### src/rtl/asp_pkg.sv
`default_nettype none
//============================================================================
// Module      : asp_pkg
// Description : Definitions shared between the ASP network peer and the ASP
//               side: default payload/tag widths and the transmit FSM state
//               encoding.
// Ports       : none (package)
// Revision    : 1.0 - initial release
//============================================================================
package asp_pkg;

  // Default frame geometry: a frame is {payload, tag}.
  localparam int c_data_size = 16;
  localparam int c_tag_size  = 4;

  // Transmit FSM states, explicit 2-bit encoding.
  typedef enum logic [1:0] {
    ST_IDLE     = 2'd0,
    ST_SEND     = 2'd1,
    ST_WAIT_ACK = 2'd2
  } tx_state_e;

endpackage : asp_pkg
`default_nettype wire

### src/rtl/asp_peer_timer.sv
`default_nettype none
//============================================================================
// Module      : asp_peer_timer
// Description : Acknowledge-wait timer. Clearable up-counter that flags the
//               cycle in which the count of enabled cycles reaches
//               timeout_cycles.
// Ports       : clk     - clock, rising edge
//               reset   - asynchronous, active-low reset
//               clear   - synchronous clear of the count (priority over enable)
//               enable  - count this cycle
//               expired - high in the enabled cycle that completes the
//                         timeout_cycles-th enabled cycle since clear
// Revision    : 1.0 - initial release
//============================================================================
module asp_peer_timer #(
  parameter int timeout_cycles = 16
) (
  input  logic clk,
  input  logic reset,
  input  logic clear,
  input  logic enable,
  output logic expired
);

  localparam int c_cnt_w = (timeout_cycles < 2) ? 1 : $clog2(timeout_cycles + 1);
  localparam logic [c_cnt_w-1:0] c_cnt_one  = c_cnt_w'(1);
  // The count holds the number of enabled cycles already completed, so the
  // timeout_cycles-th enabled cycle is the one that sees timeout_cycles-1.
  localparam logic [c_cnt_w-1:0] c_cnt_last = c_cnt_w'(timeout_cycles - 1);

  logic [c_cnt_w-1:0] r_count;

  always_ff @(posedge clk or negedge reset) begin
    if (!reset) begin
      r_count <= '0;
    end else if (clear) begin
      r_count <= '0;
    end else if (enable) begin
      r_count <= r_count + c_cnt_one;
    end
  end

  assign expired = enable && (r_count == c_cnt_last);

endmodule : asp_peer_timer
`default_nettype wire

### src/rtl/asp_net_peer.sv
`default_nettype none
//============================================================================
// Module      : asp_net_peer
// Description : Stop-and-wait peer between a local application and the ASP
//               network. Receive path checks sequence tags, delivers
//               in-order payloads and returns ACKs; transmit path sends one
//               application payload at a time and retransmits on timeout.
// Ports       : clk, reset              - clock / async active-low reset
//               rx_ready_in, rx_ack_in  - incoming frame valid / is-ACK
//               rx_data_tag_in          - incoming {data, tag}
//               tx_ready_out, tx_ack_out- outgoing frame valid / is-ACK
//               tx_data_tag_out         - outgoing {data, tag}, 0 when idle
//               app_valid_in, app_data_in, app_ready_out - local send request
//               app_data_valid_out, app_data_out         - delivered payload
//               tag_error_out           - out-of-sequence data frame pulse
//               timeout_error_out       - frame abandoned pulse
// Revision    : 1.0 - initial release
//============================================================================
module asp_net_peer
  import asp_pkg::*;
#(
  parameter int data_size      = c_data_size,
  parameter int tag_size       = c_tag_size,
  parameter int timeout_cycles = 16,
  parameter int max_retries    = 3
) (
  input  logic                          clk,
  input  logic                          reset,
  input  logic                          rx_ready_in,
  input  logic                          rx_ack_in,
  input  logic [data_size+tag_size-1:0] rx_data_tag_in,
  output logic                          tx_ready_out,
  output logic                          tx_ack_out,
  output logic [data_size+tag_size-1:0] tx_data_tag_out,
  input  logic                          app_valid_in,
  input  logic [data_size-1:0]          app_data_in,
  output logic                          app_ready_out,
  output logic                          app_data_valid_out,
  output logic [data_size-1:0]          app_data_out,
  output logic                          tag_error_out,
  output logic                          timeout_error_out
);

  localparam int c_retry_w = (max_retries < 1) ? 1 : $clog2(max_retries + 1);
  localparam logic [tag_size-1:0]  c_tag_one   = tag_size'(1);
  localparam logic [c_retry_w-1:0] c_retry_one = c_retry_w'(1);
  localparam logic [c_retry_w-1:0] c_retry_max = c_retry_w'(max_retries);

  // --------------------------------------------------------------------------
  // State
  // --------------------------------------------------------------------------
  tx_state_e              r_state;
  tx_state_e              w_state_next;
  logic [tag_size-1:0]    r_rx_exp_tag;
  logic [tag_size-1:0]    r_tx_tag;
  logic [c_retry_w-1:0]   r_retries;
  logic [data_size-1:0]   r_frame_data;

  // --------------------------------------------------------------------------
  // Receive path classification
  // --------------------------------------------------------------------------
  logic [tag_size-1:0]    w_rx_tag;
  logic [data_size-1:0]   w_rx_payload;
  logic [tag_size-1:0]    w_rx_prev_tag;
  logic                   w_rx_data;
  logic                   w_rx_new;
  logic                   w_rx_dup;
  logic                   w_rx_bad;
  logic                   w_ack_emit;
  logic                   w_ack_match;

  assign w_rx_tag      = rx_data_tag_in[tag_size-1:0];
  assign w_rx_payload  = rx_data_tag_in[tag_size +: data_size];
  assign w_rx_prev_tag = r_rx_exp_tag - c_tag_one;
  assign w_rx_data     = rx_ready_in && !rx_ack_in;
  assign w_rx_new      = w_rx_data && (w_rx_tag == r_rx_exp_tag);
  // A repeat of the last delivered frame means our ACK was lost: re-ACK it.
  assign w_rx_dup      = w_rx_data && (w_rx_tag == w_rx_prev_tag);
  assign w_rx_bad      = w_rx_data && !w_rx_new && !w_rx_dup;
  assign w_ack_emit    = w_rx_new || w_rx_dup;
  assign w_ack_match   = rx_ready_in && rx_ack_in && (w_rx_tag == r_tx_tag);

  // --------------------------------------------------------------------------
  // Transmit FSM
  // --------------------------------------------------------------------------
  logic w_accept;
  logic w_load_frame;
  logic w_timer_clear;
  logic w_timer_en;
  logic w_timer_expired;
  logic w_tx_tag_inc;
  logic w_retry_inc;
  logic w_retry_clr;
  logic w_timeout_pulse;

  // Gated by reset so the port reads 0 while reset is held.
  assign app_ready_out = (r_state == ST_IDLE) && reset;

  asp_peer_timer #(
    .timeout_cycles (timeout_cycles)
  ) u_timer (
    .clk     (clk),
    .reset   (reset),
    .clear   (w_timer_clear),
    .enable  (w_timer_en),
    .expired (w_timer_expired)
  );

  always_comb begin
    w_state_next    = r_state;
    w_accept        = 1'b0;
    w_load_frame    = 1'b0;
    w_timer_clear   = 1'b0;
    w_timer_en      = 1'b0;
    w_tx_tag_inc    = 1'b0;
    w_retry_inc     = 1'b0;
    w_retry_clr     = 1'b0;
    w_timeout_pulse = 1'b0;
    case (r_state)
      ST_IDLE: begin
        if (app_valid_in && app_ready_out) begin
          w_accept     = 1'b1;
          w_state_next = ST_SEND;
        end
      end
      ST_SEND: begin
        // An outgoing ACK owns the tx bus this cycle; the data frame waits
        // one more cycle and the timer is not started yet.
        if (!w_ack_emit) begin
          w_load_frame  = 1'b1;
          w_timer_clear = 1'b1;
          w_state_next  = ST_WAIT_ACK;
        end
      end
      ST_WAIT_ACK: begin
        w_timer_en = 1'b1;
        // ACK is checked first so it wins over a same-cycle timeout.
        if (w_ack_match) begin
          w_tx_tag_inc = 1'b1;
          w_retry_clr  = 1'b1;
          w_state_next = ST_IDLE;
        end else if (w_timer_expired) begin
          if (r_retries < c_retry_max) begin
            w_retry_inc  = 1'b1;
            w_state_next = ST_SEND;
          end else begin
            w_timeout_pulse = 1'b1;
            w_tx_tag_inc    = 1'b1;
            w_retry_clr     = 1'b1;
            w_state_next    = ST_IDLE;
          end
        end
      end
      default: begin
        w_state_next = ST_IDLE;
      end
    endcase
  end

  always_ff @(posedge clk or negedge reset) begin
    if (!reset) begin
      r_state      <= ST_IDLE;
      r_rx_exp_tag <= '0;
      r_tx_tag     <= '0;
      r_retries    <= '0;
      r_frame_data <= '0;
    end else begin
      r_state <= w_state_next;
      if (w_rx_new) begin
        r_rx_exp_tag <= r_rx_exp_tag + c_tag_one;
      end
      if (w_accept) begin
        r_frame_data <= app_data_in;
      end
      if (w_tx_tag_inc) begin
        r_tx_tag <= r_tx_tag + c_tag_one;
      end
      if (w_retry_clr) begin
        r_retries <= '0;
      end else if (w_retry_inc) begin
        r_retries <= r_retries + c_retry_one;
      end
    end
  end

  // --------------------------------------------------------------------------
  // Registered outputs
  // --------------------------------------------------------------------------
  always_ff @(posedge clk or negedge reset) begin
    if (!reset) begin
      tx_ready_out       <= 1'b0;
      tx_ack_out         <= 1'b0;
      tx_data_tag_out    <= '0;
      app_data_valid_out <= 1'b0;
      app_data_out       <= '0;
      tag_error_out      <= 1'b0;
      timeout_error_out  <= 1'b0;
    end else begin
      if (w_ack_emit) begin
        tx_ready_out    <= 1'b1;
        tx_ack_out      <= 1'b1;
        tx_data_tag_out <= rx_data_tag_in;
      end else if (w_load_frame) begin
        tx_ready_out    <= 1'b1;
        tx_ack_out      <= 1'b0;
        tx_data_tag_out <= {r_frame_data, r_tx_tag};
      end else begin
        tx_ready_out    <= 1'b0;
        tx_ack_out      <= 1'b0;
        tx_data_tag_out <= '0;
      end
      app_data_valid_out <= w_rx_new;
      if (w_rx_new) begin
        app_data_out <= w_rx_payload;
      end
      tag_error_out     <= w_rx_bad;
      timeout_error_out <= w_timeout_pulse;
    end
  end

endmodule : asp_net_peer
`default_nettype wire

### config.mk
export PLATFORM = sky130hd
export DESIGN_NAME = asp_net_peer
export DESIGN_NICKNAME = d
export VERILOG_FILES = /design/src/rtl/asp_pkg.sv /design/src/rtl/asp_peer_timer.sv /design/src/rtl/asp_net_peer.sv
export SDC_FILE = /design/constraint.sdc
export NUM_CORES = 1
export LEC_CHECK = 0
export CAP_MARGIN = 20
export CORE_MARGIN = 4
export CORE_UTILIZATION = 48
export DETAILED_ROUTE_END_ITERATION = 8
export HOLD_SLACK_MARGIN = 0.12
export PLACE_DENSITY = 0.81
export SLEW_MARGIN = 20
export SYNTH_ARGS = -nofsm -noshare
export SYNTH_HDL_FRONTEND = slang
export SYNTH_HIERARCHICAL = 1
export SYNTH_SLANG_ARGS = --single-unit
export TNS_END_PERCENT = 20
### constraint.sdc
create_clock -name clk -period 3 [get_ports clk]
set_input_delay 0.6 -clock clk [delete_from_list [all_inputs] [get_ports clk]]
set_output_delay 0.6 -clock clk [all_outputs]
set_load 0.01 [all_outputs]
==> impl_results.md, run 1 <==
- Via/cell ratio: 5.024
- Starting Density: 49.96%
- Syn_area_per_cell: ~11 um2
- Drt wl/cell: approximately 15 um
- Setup slack, reg-to-reg: 0.89 ns
- Worst r2r path cells: 9
- Final min period: 2.444 ns
- Reg-to-reg endpoint: u_timer/r_count[3]$_DFFE_PN0P_
- Die area: 8016 um2
- Core region area: about 6400 um2
- Sequential share of the synthesized area: between 50% and 60%
- Max Cap Viol: 0
- Fraction of registers with async set/reset: 100.0%
- Post-Route Setup TNS: 0 ns
- Hold-fix buffers at CTS: 0
- Prevailing post-synth register cell: dfrtp_1
- Global Route met2 Usage: 31.28%
- Setup ws final: 0.5557 ns
- Post-Syn Nets: around 340
- Synth warn: 6
- Count of final setup violators: 0
- Fin crit share: between 80% and 90%
- WHS Path Cells: 2
- Met3 usage: 3.963%
- Vias: about 2300
- Met1 Resource Use GR: between 20% and 30%
- DR iter-0 viols: 90
- Crit start category: input port
- IO Pins: 83
- Worst-Skew Late Latency: 0.33 ns
- First-pass GRT wire length: ~12000 um
- Hold EP: app_data_out[11]$_DFFE_PN0P_
- Min-Delay Startpoint: app_data_out[11]$_DFFE_PN0P_
- RSZ-0062 raised after global routing: no
- Post-Layout Inst Area: 4260 um2
- Place WS: between 0.2 and 0.25 ns
- Synth Cell Area: 3191 um2
- Crit path capture type: register
- DIE WIDTH: 89.53 um
- Final ANT Viol Nets: 0
- IO Port Bufs: 82
- # clock sinks: 74
- Pwr dens: 823.1 nW/um2
- Clock Skews: 0.01039 ns
- Max Transition Viols Final: 0
- GRT Util Overall: about a fifth
- Num CTS Buffers: 9
- CP arrival: 2.64 ns
- Ant diodes: 0
- Root Driver: clkbuf_8
- CTS max path bufs: 2
- Status: completed
- DRT Pass-1 Iters: 4
- Area post-placement: between 4000 and 5000 um2
- Syn Inst Count: 292
- Largest net degree at the start of global routing: 75
- Hold crit path type: reg -> reg
- Clock-pin slew on the worst setup and hold paths: 0.08 ns
- GPL Wtd Cong: 0.8388
- Vias in the first global route: between 2000 and 2500
- FMAX: 409.1 MHz
- Initial antenna violation count: 0
- Routed wire length: 7097 um
- Worst-path fanout max: 43
- Worst flop-to-flop path startpoint: r_rx_exp_tag[0]$_DFFE_PN0P_
- Worst Max-Slew Pin Slew: 0.9056 ns
- Max-slew headroom: 39.63%
- Synthesized flop and latch total: 74
- CTS resizes: 0
- Setup Crit Path Kind: in -> reg
- # H-tree levels: 3
- Leakage: 1.952 nW
- Most Crowded Layer GR: met2
- Largest vdd supply drop: 0.5554 mV
- Hpwl dp: 5188 um
- Layout area overhead: 33.53%
- DR DRC count: 0
- Post-CTS setup buffers: 0
- Grt ovf: 0
- Count of cell types in the netlist: 40
- Nets: 427
- TritonCTS clock tree: done
- Num rows: 29
- Layout cells sized above 1: 12.50%
- Final hold violation count: 0
- Commonest cells after routing, fill and taps aside: nand2_1 (92), clkdlybuf4s50_1 (81), dfrtp_1 (74)
- CP Data Required Time: between 3 and 4 ns
- Commonest non-fill, non-tap cell in the layout: nand2_1
- Number of synthesized flops with an enable pin: 0
- Die Y: 89.53 um
## kinds of logic after synthesis
logic type | count (synthesis) | share of synthesized area [%]
fa+ha+maj | 6 | 2.353
buf+inv | 17 | 3.215
compound gates | 32 | 6.274
flops | 74 | 58.04
mux | 20 | 7.137
xor+xnor | 18 | 5.373
simple gates | 125 | 17.61
## final cells by class
| class | count | area [um2] |
|---|---|---|
| fillers | 494 | 2126 |
| flip-flops and latches | 74 | 1852 |
| multi-input cells | 201 | 1236 |
| repair buffers | 90 | 878.3 |
| clock buffers | 9 | 123.9 |
| well taps | 77 | 96.34 |
| clock inverters | 6 | 58.81 |
| inverters | 4 | 15.01 |
## worst max-delay path by stage
stage,from,to,slack [ns]
global route,rx_data_tag_in[3],tx_data_tag_out[10]$_DFF_PN0_,0.43
CTS,rx_data_tag_in[3],tx_data_tag_out[4]$_DFF_PN0_,0.57
detailed placement,rx_data_tag_in[3],tx_data_tag_out[1]$_DFF_PN0_,0.24
floorplan,rx_data_tag_in[3],u_timer/r_count[3]$_DFFE_PN0P_,0.91
finish,rx_data_tag_in[3],tx_data_tag_out[4]$_DFF_PN0_,0.56
global placement,rx_data_tag_in[2],tx_data_tag_out[14]$_DFF_PN0_,0.32
## stage by stage
| stage | cells | power, mW | util, % | hold WS (ns) |
|---|---|---|---|---|
| after floorplan | 292 | 2.244 | - | 0.3044 |
| after global placement | 446 | 2.755 | 63.85 | 0.4586 |
| after detailed placement | 446 | 2.810 | 63.85 | 0.4623 |
| after CTS | 461 | 3.533 | 66.71 | 0.4810 |
| after global routing | 461 | 3.751 | 66.71 | 0.4997 |
| final | 461 | 3.507 | 66.71 | 0.4786 |
## registers in the layout (all words and copies together) (netlist names)
| register | count |
|---|---|
| tx_ready_out | 1 |
| timeout_error_out | 1 |
| r_retries | 2 |
| u_timer/r_count | 5 |
| tx_ack_out | 1 |
| r_tx_tag | 4 |
| r_rx_exp_tag | 4 |
| app_data_valid_out | 1 |
| r_state | 2 |
| app_data_out | 16 |
| tag_error_out | 1 |
| r_frame_data | 16 |
| tx_data_tag_out | 20 |
## layer usage
metal,vias to the layer above,share of wire [%]
met3,8,4.4
met2,53,50
li1,1131,-
met1,1124,45
met5,-,0
met4,0,1.4
## Yosys cell counts (all sizes together) (3+ instances only)
master / count / area share, %
and2: 3 / 0.59
o21ai: 22 / 3.5
buf: 9 / 2.3
nor2b: 3 / 0.59
xor2: 9 / 2.5
nand2b: 3 / 0.59
xnor2: 8 / 2.2
nand2: 92 / 11
dfrtp: 74 / 58
ha: 6 / 2.4
clkbuf: 4 / 0.47
inv: 4 / 0.47
nor2: 8 / 0.94
nor3: 3 / 0.47
mux2: 19 / 6.8
## where the power goes
group | switching [mW] | leakage (nW) | internal [mW] | total [mW]
sequential | 0.230 | 0.955 | 1.35 | 1.58
clock | 0.351 | 0.0986 | 0.375 | 0.726
combinational | 0.525 | 0.898 | 0.676 | 1.20
total | 1.11 | 1.95 | 2.40 | 3.51
## critical path, cell delays in order
cell and delay, ns:
clkdlybuf4s50_1 0.48, xnor2_1 0.29, or4b_4 0.52, o22ai_4 0.18, buf_4 0.39, o21ai_0 0.17
(Power assumes the default switching activity.)
==> run 2, diff against run 1 <==
==> constraint.sdc (replaced) <==
create_clock -name clk -period 2.35 [get_ports clk]
set_input_delay 0.47 -clock clk [delete_from_list [all_inputs] [get_ports clk]]
set_output_delay 0.47 -clock clk [all_outputs]
set_load 0.01 [all_outputs]
==> run 2 against run 1 <==
Against the previous run: count of clock-buffer cells in the layout increased by 1; critical path depth is the same; sequential share of layout area decreased by 1.7 points; cell area up 4.1%; register-to-register slack lost 0.63 ns; via count increased by 1.9%; routed wire length increased by 4.0%; combinational power grew 33%; setup slack worse by 0.37 ns; clock skew shrank 0.0030 ns; non-clock buffer count grew 9; utilization increased by 2.7 points; largest cell class unchanged; largest power group unchanged.
==> impl_results.md, run 2 (synthesized netlist as in run 1, its figures left out) <==
- Crit path capture type: register
- Layout area overhead: 39.02%
- Die Y: 89.53 um (unchanged)
- Pwr dens: 1106 nW/um2 (+34%)
- TritonCTS clock tree: done
- Routed wire length: 7380 um (+4.0%)
- Commonest non-fill, non-tap cell in the layout: nand2_1
- GRT Util Overall: 20.18% (+0.84 points)
- Final min period: 2.165 ns
- Fillers: 450 (-8.9%)
- Commonest cells after routing, fill and taps aside: nand2_1 (92), clkdlybuf4s50_1 (81), dfrtp_1 (74)
- RSZ-0062 raised after global routing: no
- Max Cap Viol: 0 (unchanged)
- Post-CTS setup buffers: 0 (unchanged)
- Largest vdd supply drop: 0.6617 mV (+19%)
- Worst-path fanout max: 33 (-23%)
- DRT Pass-1 Iters: 4 (unchanged)
- Setup slack, reg-to-reg: 0.26 ns (-0.63 ns)
- Die area: 8016 um2 (unchanged)
- Num CTS Buffers: 9 (unchanged)
- Max stage delay cell, worst path: or4b_4
- # clock sinks: 74 (unchanged)
- Leakage: 2.039 nW (+4.5%)
- Starting Density: 49.96% (unchanged)
- CP delay by family, top: buffers and inverters
- Vias: 2361 (+1.9%)
- Register area: 1852 um2 (unchanged)
- IO Pins: 83 (unchanged)
- Final hold violation count: 0 (unchanged)
- CP Data Required Time: 2.56 ns (-0.64 ns)
- Worst flop-to-flop path startpoint: r_rx_exp_tag[0]$_DFFE_PN0P_
- Count of final setup violators: 0 (unchanged)
- Layout cells sized above 1: 14.47% (+2.0 points)
- Status: completed
- CTS max path bufs: 2 (unchanged)
- Hold crit path type: in -> async
- Hpwl dp: 5323 um (+2.6%)
- Max Transition Viols Final: 0 (unchanged)
- Crit. Startpoint: rx_data_tag_in[3]
- Worst-Skew Late Latency: 0.34 ns (about the same)
- Post-Route Setup TNS: 0 ns (unchanged)
- Hold-fix buffers at CTS: 0 (unchanged)
- Top reg by flops: tx_data_tag_out
- Fin crit share: 92.14%
- Reg-to-reg endpoint: u_timer/r_count[3]$_DFFE_PN0P_
- Clock-pin slew on the worst setup and hold paths: 0.08 ns (about the same)
- Cell Chain, Critical Path: clkdlybuf4s50_1 > xnor2_1 > or4b_4 > o22ai_4 > buf_4 > o21ai_0
- DR DRC count: 0 (unchanged)
- Worst Max-Slew Pin Slew: 0.9044 ns (-0.001250 ns)
- Crit start category: input port
- Multi-input logic area: 1236 um2 (unchanged)
- Grt ovf: 0 (unchanged)
- Via/cell ratio: 5.013 (-0.22%)
- Max-slew headroom: 39.71% (+0.083 points)
- Num rows: 29 (unchanged)
- Max FFs per register: 20 (unchanged)
- # H-tree levels: 3 (unchanged)
- Ant diodes: 0 (unchanged)
- Clock Skews: 0.007436 ns (-0.002956 ns)
- First-pass GRT wire length: 12140 um (+4.5%)
- Nets: 436 (+2.1%)
- Worst r2r path cells: 9 (unchanged)
- Biggest regs: tx_data_tag_out (20), app_data_out (16), r_frame_data (16)
- Largest stage delay, worst path: 0.52 ns (about the same)
- Setup Crit Path Kind: in -> reg
- Drt wl/cell: 15.67 um (+1.8%)
- CP arrival: 2.38 ns (-0.26 ns)
- Core region area: 6386 um2 (unchanged)
- Largest net degree at the start of global routing: 75 (unchanged)
- Final hold slack: 0.3610 ns (-0.1176 ns)
- Root Driver: clkbuf_8
- Initial antenna violation count: 0 (unchanged)
- FMAX: 461.8 MHz
- DIE WIDTH: 89.53 um (unchanged)
- IO Port Bufs: 82 (unchanged)
- DR iter-0 viols: 72 (-20%)
- Vias in the first global route: 2497 (+4.7%)
- CTS resizes: 0 (unchanged)
- Buf+Inv Stages, Crit Path: 2 (unchanged)
- Final ANT Viol Nets: 0 (unchanged)
- GPL Wtd Cong: 0.8637 (+3.0%)
[run 2: how the worst max path moves through the flow]
| stage | endpoint | slack (ns) | depth (start not counted) |
|---|---|---|---|
| global placement | tx_data_tag_out[12]$_DFF_PN0_ | -0.09 | 6 |
| floorplan | u_timer/r_count[3]$_DFFE_PN0P_ | 0.28 | 8 |
| CTS | tx_data_tag_out[13]$_DFF_PN0_ | 0.20 | 6 |
| finish | tx_data_tag_out[13]$_DFF_PN0_ | 0.18 | 6 |
| global route | tx_data_tag_out[15]$_DFF_PN0_ | 0.05 | 7 |
| detailed placement | tx_data_tag_out[13]$_DFF_PN0_ | -0.15 | 6 |
[run 2: routing by layer]
metal | global-route usage (%) | routed length [um]
met4 | 10.42 | 228
met1 | 26.44 | 3165
met3 | 3.502 | 325
met5 | 0 | 0
met2 | 32.22 | 3660
[run 2: per-stage QoR]
step | util [%] | total power, mW | cell area (um2) | instances | setup slack [ns]
2_1_floorplan | - | 2.865 | 3191 | 292 | 0.2835
4_1_cts | 69.46 | 4.946 | 4436 | 471 | 0.1982
3_3_place_gp | 65.30 | 3.552 | 4170 | 455 | -0.08863
6_report | 69.46 | 4.907 | 4436 | 471 | 0.1847
5_1_grt | 69.46 | 5.220 | 4436 | 471 | 0.05348
3_5_place_dp | 65.30 | 3.641 | 4170 | 455 | -0.1470
[run 2: worst register-to-register path: cells and delay by family (launching register included)]
kind | cells | cell delay [ns]
AO/OA/AOI/OAI | 1 | 0.10
XOR/XNOR | 1 | 0.16
adder cells (fa/ha/maj) | 1 | 0.34
buffers and inverters | 2 | 0.26
flip-flops | 1 | 0.44
multiplexers | 1 | 0.26
AND/OR/NAND/NOR | 3 | 0.41
[run 2: power breakdown]
part	total [mW]	internal, mW	switching (mW)	leakage, nW
registers	2.02	1.72	0.301	0.955
clock network	1.28	0.819	0.460	0.131
logic	1.60	0.900	0.703	0.952
[run 2: area by class of cell]
type | count | area share, %
Clock buffer | 10 | 2.877
Clock inverter | 6 | 3.103
Inverter | 4 | 0.3385
Multi-Input combinational cell | 201 | 27.87
Sequential cell | 74 | 41.75
Tap cell | 77 | 2.172
Timing Repair Buffer | 99 | 21.89
==> run 3, diff against run 2 <==
--- a/config.mk
+++ b/config.mk
@@ -7,10 +7,13 @@
 export LEC_CHECK = 0
 export CAP_MARGIN = 20
 export CORE_MARGIN = 4
-export CORE_UTILIZATION = 48
+export CORE_UTILIZATION = 50
+export CTS_BUF_LIST = sky130_fd_sc_hd__clkbuf_8
 export DETAILED_ROUTE_END_ITERATION = 8
+export GPL_TIMING_DRIVEN = 0
 export HOLD_SLACK_MARGIN = 0.12
-export PLACE_DENSITY = 0.81
+export PLACE_DENSITY = 0.84
+export SETUP_SLACK_MARGIN = 0.1
 export SLEW_MARGIN = 20
 export SYNTH_ARGS = -nofsm -noshare
 export SYNTH_HDL_FRONTEND = slang
==> run 3 against run 2 <==
Against the previous run: clock skew about the same; sequential power about the same; clock power down 37%; power down 9.2%; non-clock buffer count up 2; register-to-register slack worse by 0.04 ns; routed wire length up 2.6%; cell count down 0.21%; fmax up 0.25%; setup slack better by 0.0053 ns; utilization up 3.0 points; count of clock-buffer cells in the layout down 1.
==> impl_results.md, run 3 (synthesized netlist as in run 1, its figures left out) <==
- Layout cells sized above 1: 14.18% (-0.29 points)
- Crit path capture type: register
- Die area: 7723 um2 (-3.7%)
- IO Pins: 83 (unchanged)
- Max Cap Viol: 0 (unchanged)
- Fillers: 447 (-0.67%)
- Biggest regs: tx_data_tag_out (20), app_data_out (16), r_frame_data (16)
- Max-slew headroom: 60.73% (+21 points)
- Post-Route Setup TNS: 0 ns (unchanged)
- WL met2: 4047 um (+11%)
- Vias: 2447 (+3.6%)
- Leakage: 2.050 nW (+0.54%)
- Hpwl dp: 5434 um (+2.1%)
- Largest net degree at the start of global routing: 26 (-65%)
- Commonest cells after routing, fill and taps aside: nand2_1 (91), clkdlybuf4s50_1 (78), dfrtp_1 (74)
- Clock Skews: 0.007679 ns (+0.0002422 ns)
- Worst-Skew Late Latency: 0.35 ns (about the same)
- DR DRC count: 0 (unchanged)
- Routed wire length: 7573 um (+2.6%)
- Starting Density: 52.64% (+2.7 points)
- Vias in the first global route: 2499 (+0.080%)
- Metal1 wirelength: 2916 um (-7.9%)
- Final hold slack: 0.1373 ns (-0.2237 ns)
- Setup ws final: 0.1900 ns (+0.005294 ns)
- Root Driver: clkbuf_8
- GPL Wtd Cong: 0.8091 (-6.3%)
- CP Data Required Time: 2.64 ns (+0.08 ns)
- Pwr dens: 1014 nW/um2 (-8.3%)
- Max Used Layer: met4
- Initial antenna violation count: 0 (unchanged)
- Hold crit path type: in -> async
- RSZ-0062 raised after global routing: no
- # clock sinks: 74 (unchanged)
- Final ANT Viol Nets: 0 (unchanged)
- Worst Max-Slew Pin Slew: 0.5842 ns (-0.3202 ns)
- Fin crit share: 91.92% (-0.23 points)
- GRT Util Overall: 21.16% (+0.98 points)
- Num CTS Buffers: 9 (unchanged)
- FMAX: 463.0 MHz (+0.25%)
- Max FFs per register: 20 (unchanged)
- Top reg by flops: tx_data_tag_out
- Clock-pin slew on the worst setup and hold paths: 0.07 ns (about the same)
- Max Transition Viols Final: 0 (unchanged)
- Final core utilization: 72.48% (+3.0 points)
- Largest vdd supply drop: 0.6567 mV (-0.76%)
- Worst-path fanout max: 7 (-79%)
- Grt ovf: 0 (unchanged)
- CTS max path bufs: 2 (unchanged)
- Commonest non-fill, non-tap cell in the layout: nand2_1
- TritonCTS clock tree: done
- Final min period: 2.160 ns (-0.005294 ns)
- Status: completed
- DR iter-0 viols: 177 (+150%)
- Drt wl/cell: 16.11 um (+2.8%)
- IO Port Bufs: 82 (unchanged)
- Via/cell ratio: 5.206 (+3.9%)
- Num rows: 28 (-3.4%)
- DRT Pass-1 Iters: 4 (unchanged)
- Place WS: -0.4202 ns (-0.2732 ns)
- Core region area: 6061 um2 (-5.1%)
- Ant diodes: 0 (unchanged)
- DIE WIDTH: 87.88 um (-1.8%)
- Layout area overhead: 37.69%
- CP arrival: 2.45 ns (+0.07 ns)
- Crit start category: input port
- Count of final setup violators: 0 (unchanged)
- First-pass GRT wire length: 12220 um (+0.68%)
- # H-tree levels: 3 (unchanged)
- Final hold violation count: 0 (unchanged)
- Die Y: 87.88 um (-1.8%)
- Nets: 438 (+0.46%)
- Wire length on met3: 435 um (+34%)
- Total power: 4.454 mW (-9.2%)
- Setup Crit Path Kind: in -> reg
run 3: changes by cell type in the layout (fill, tap and decap cells not counted), sizes merged, moves of 2 or more:
cell and delta:
clkdlybuf4s50 -3, clkbuf +3, bufinv -4, inv +2, buf -3, dlymetal6s2s +3
run 3: final cells by class:
type | instances | area, um2 | area share (%)
Sequential cell | 74 | 1852 | 42.15
Multi-Input combinational cell | 201 | 1259 | 28.65
Timing Repair Buffer | 88 | 933.4 | 21.25
Clock buffer | 9 | 123.9 | 2.820
Tap cell | 75 | 93.84 | 2.136
Buffer | 13 | 87.58 | 1.994
Clock inverter | 6 | 28.78 | 0.6551
Inverter | 4 | 15.01 | 0.3418
run 3: power by group:
| part | total, mW | internal, mW | switching (mW) |
|---|---|---|---|
| Combinational | 1.63 | 0.915 | 0.717 |
| Sequential | 2.02 | 1.72 | 0.297 |
| Clock | 0.801 | 0.362 | 0.440 |
run 3: critical path, cell delays in order:
cell and delay [ns]:
clkdlybuf4s50_1 0.48, xor2_1 0.20, or4b_4 0.51, o22ai_4 0.36
nor2_4 0.10, and2b_1 0.21, mux2_4 0.13
run 3: path summary, 6_finish.rpt:
kind	endpoint	from	depth (start not counted)	slack (ns)
max	u_timer/r_count[3]$_DFFE_PN0P_	rx_data_tag_in[0]	7	0.19
min	r_rx_exp_tag[1]$_DFFE_PN0P_	reset	3	0.14
max reg2reg	u_timer/r_count[3]$_DFFE_PN0P_	r_rx_exp_tag[0]$_DFFE_PN0P_	8	0.22
min reg2reg	app_data_out[11]$_DFFE_PN0P_	app_data_out[11]$_DFFE_PN0P_	2	0.48
max in group asynchronous	u_timer/r_count[2]$_DFFE_PN0P_	reset	2	1.78
min in group clk	tx_data_tag_out[3]$_DFF_PN0_	rx_data_tag_in[3]	3	0.47
run 3: metal layers:
layer	up-vias	track usage, %
met1	1203	24.68
met3	19	6.679
li1	1156	-
met4	0	9.066
met5	-	0
met2	69	35.96
run 3: repair_timing:
action                                  CTS  global route
endpoints found under the setup margin    4            41
pin swaps                                 0             3
buffers inserted                          0             2
resized for setup                         5             5
hold endpoints to repair                 25             0
gates cloned                              1             0
hold buffers                              2             0
run 3: metrics by stage:
step,area (um2),instances
2_1_floorplan,3191,292
3_3_place_gp,4105,449
3_5_place_dp,4130,450
4_1_cts,4365,468
5_1_grt,4393,470
6_report,4393,470
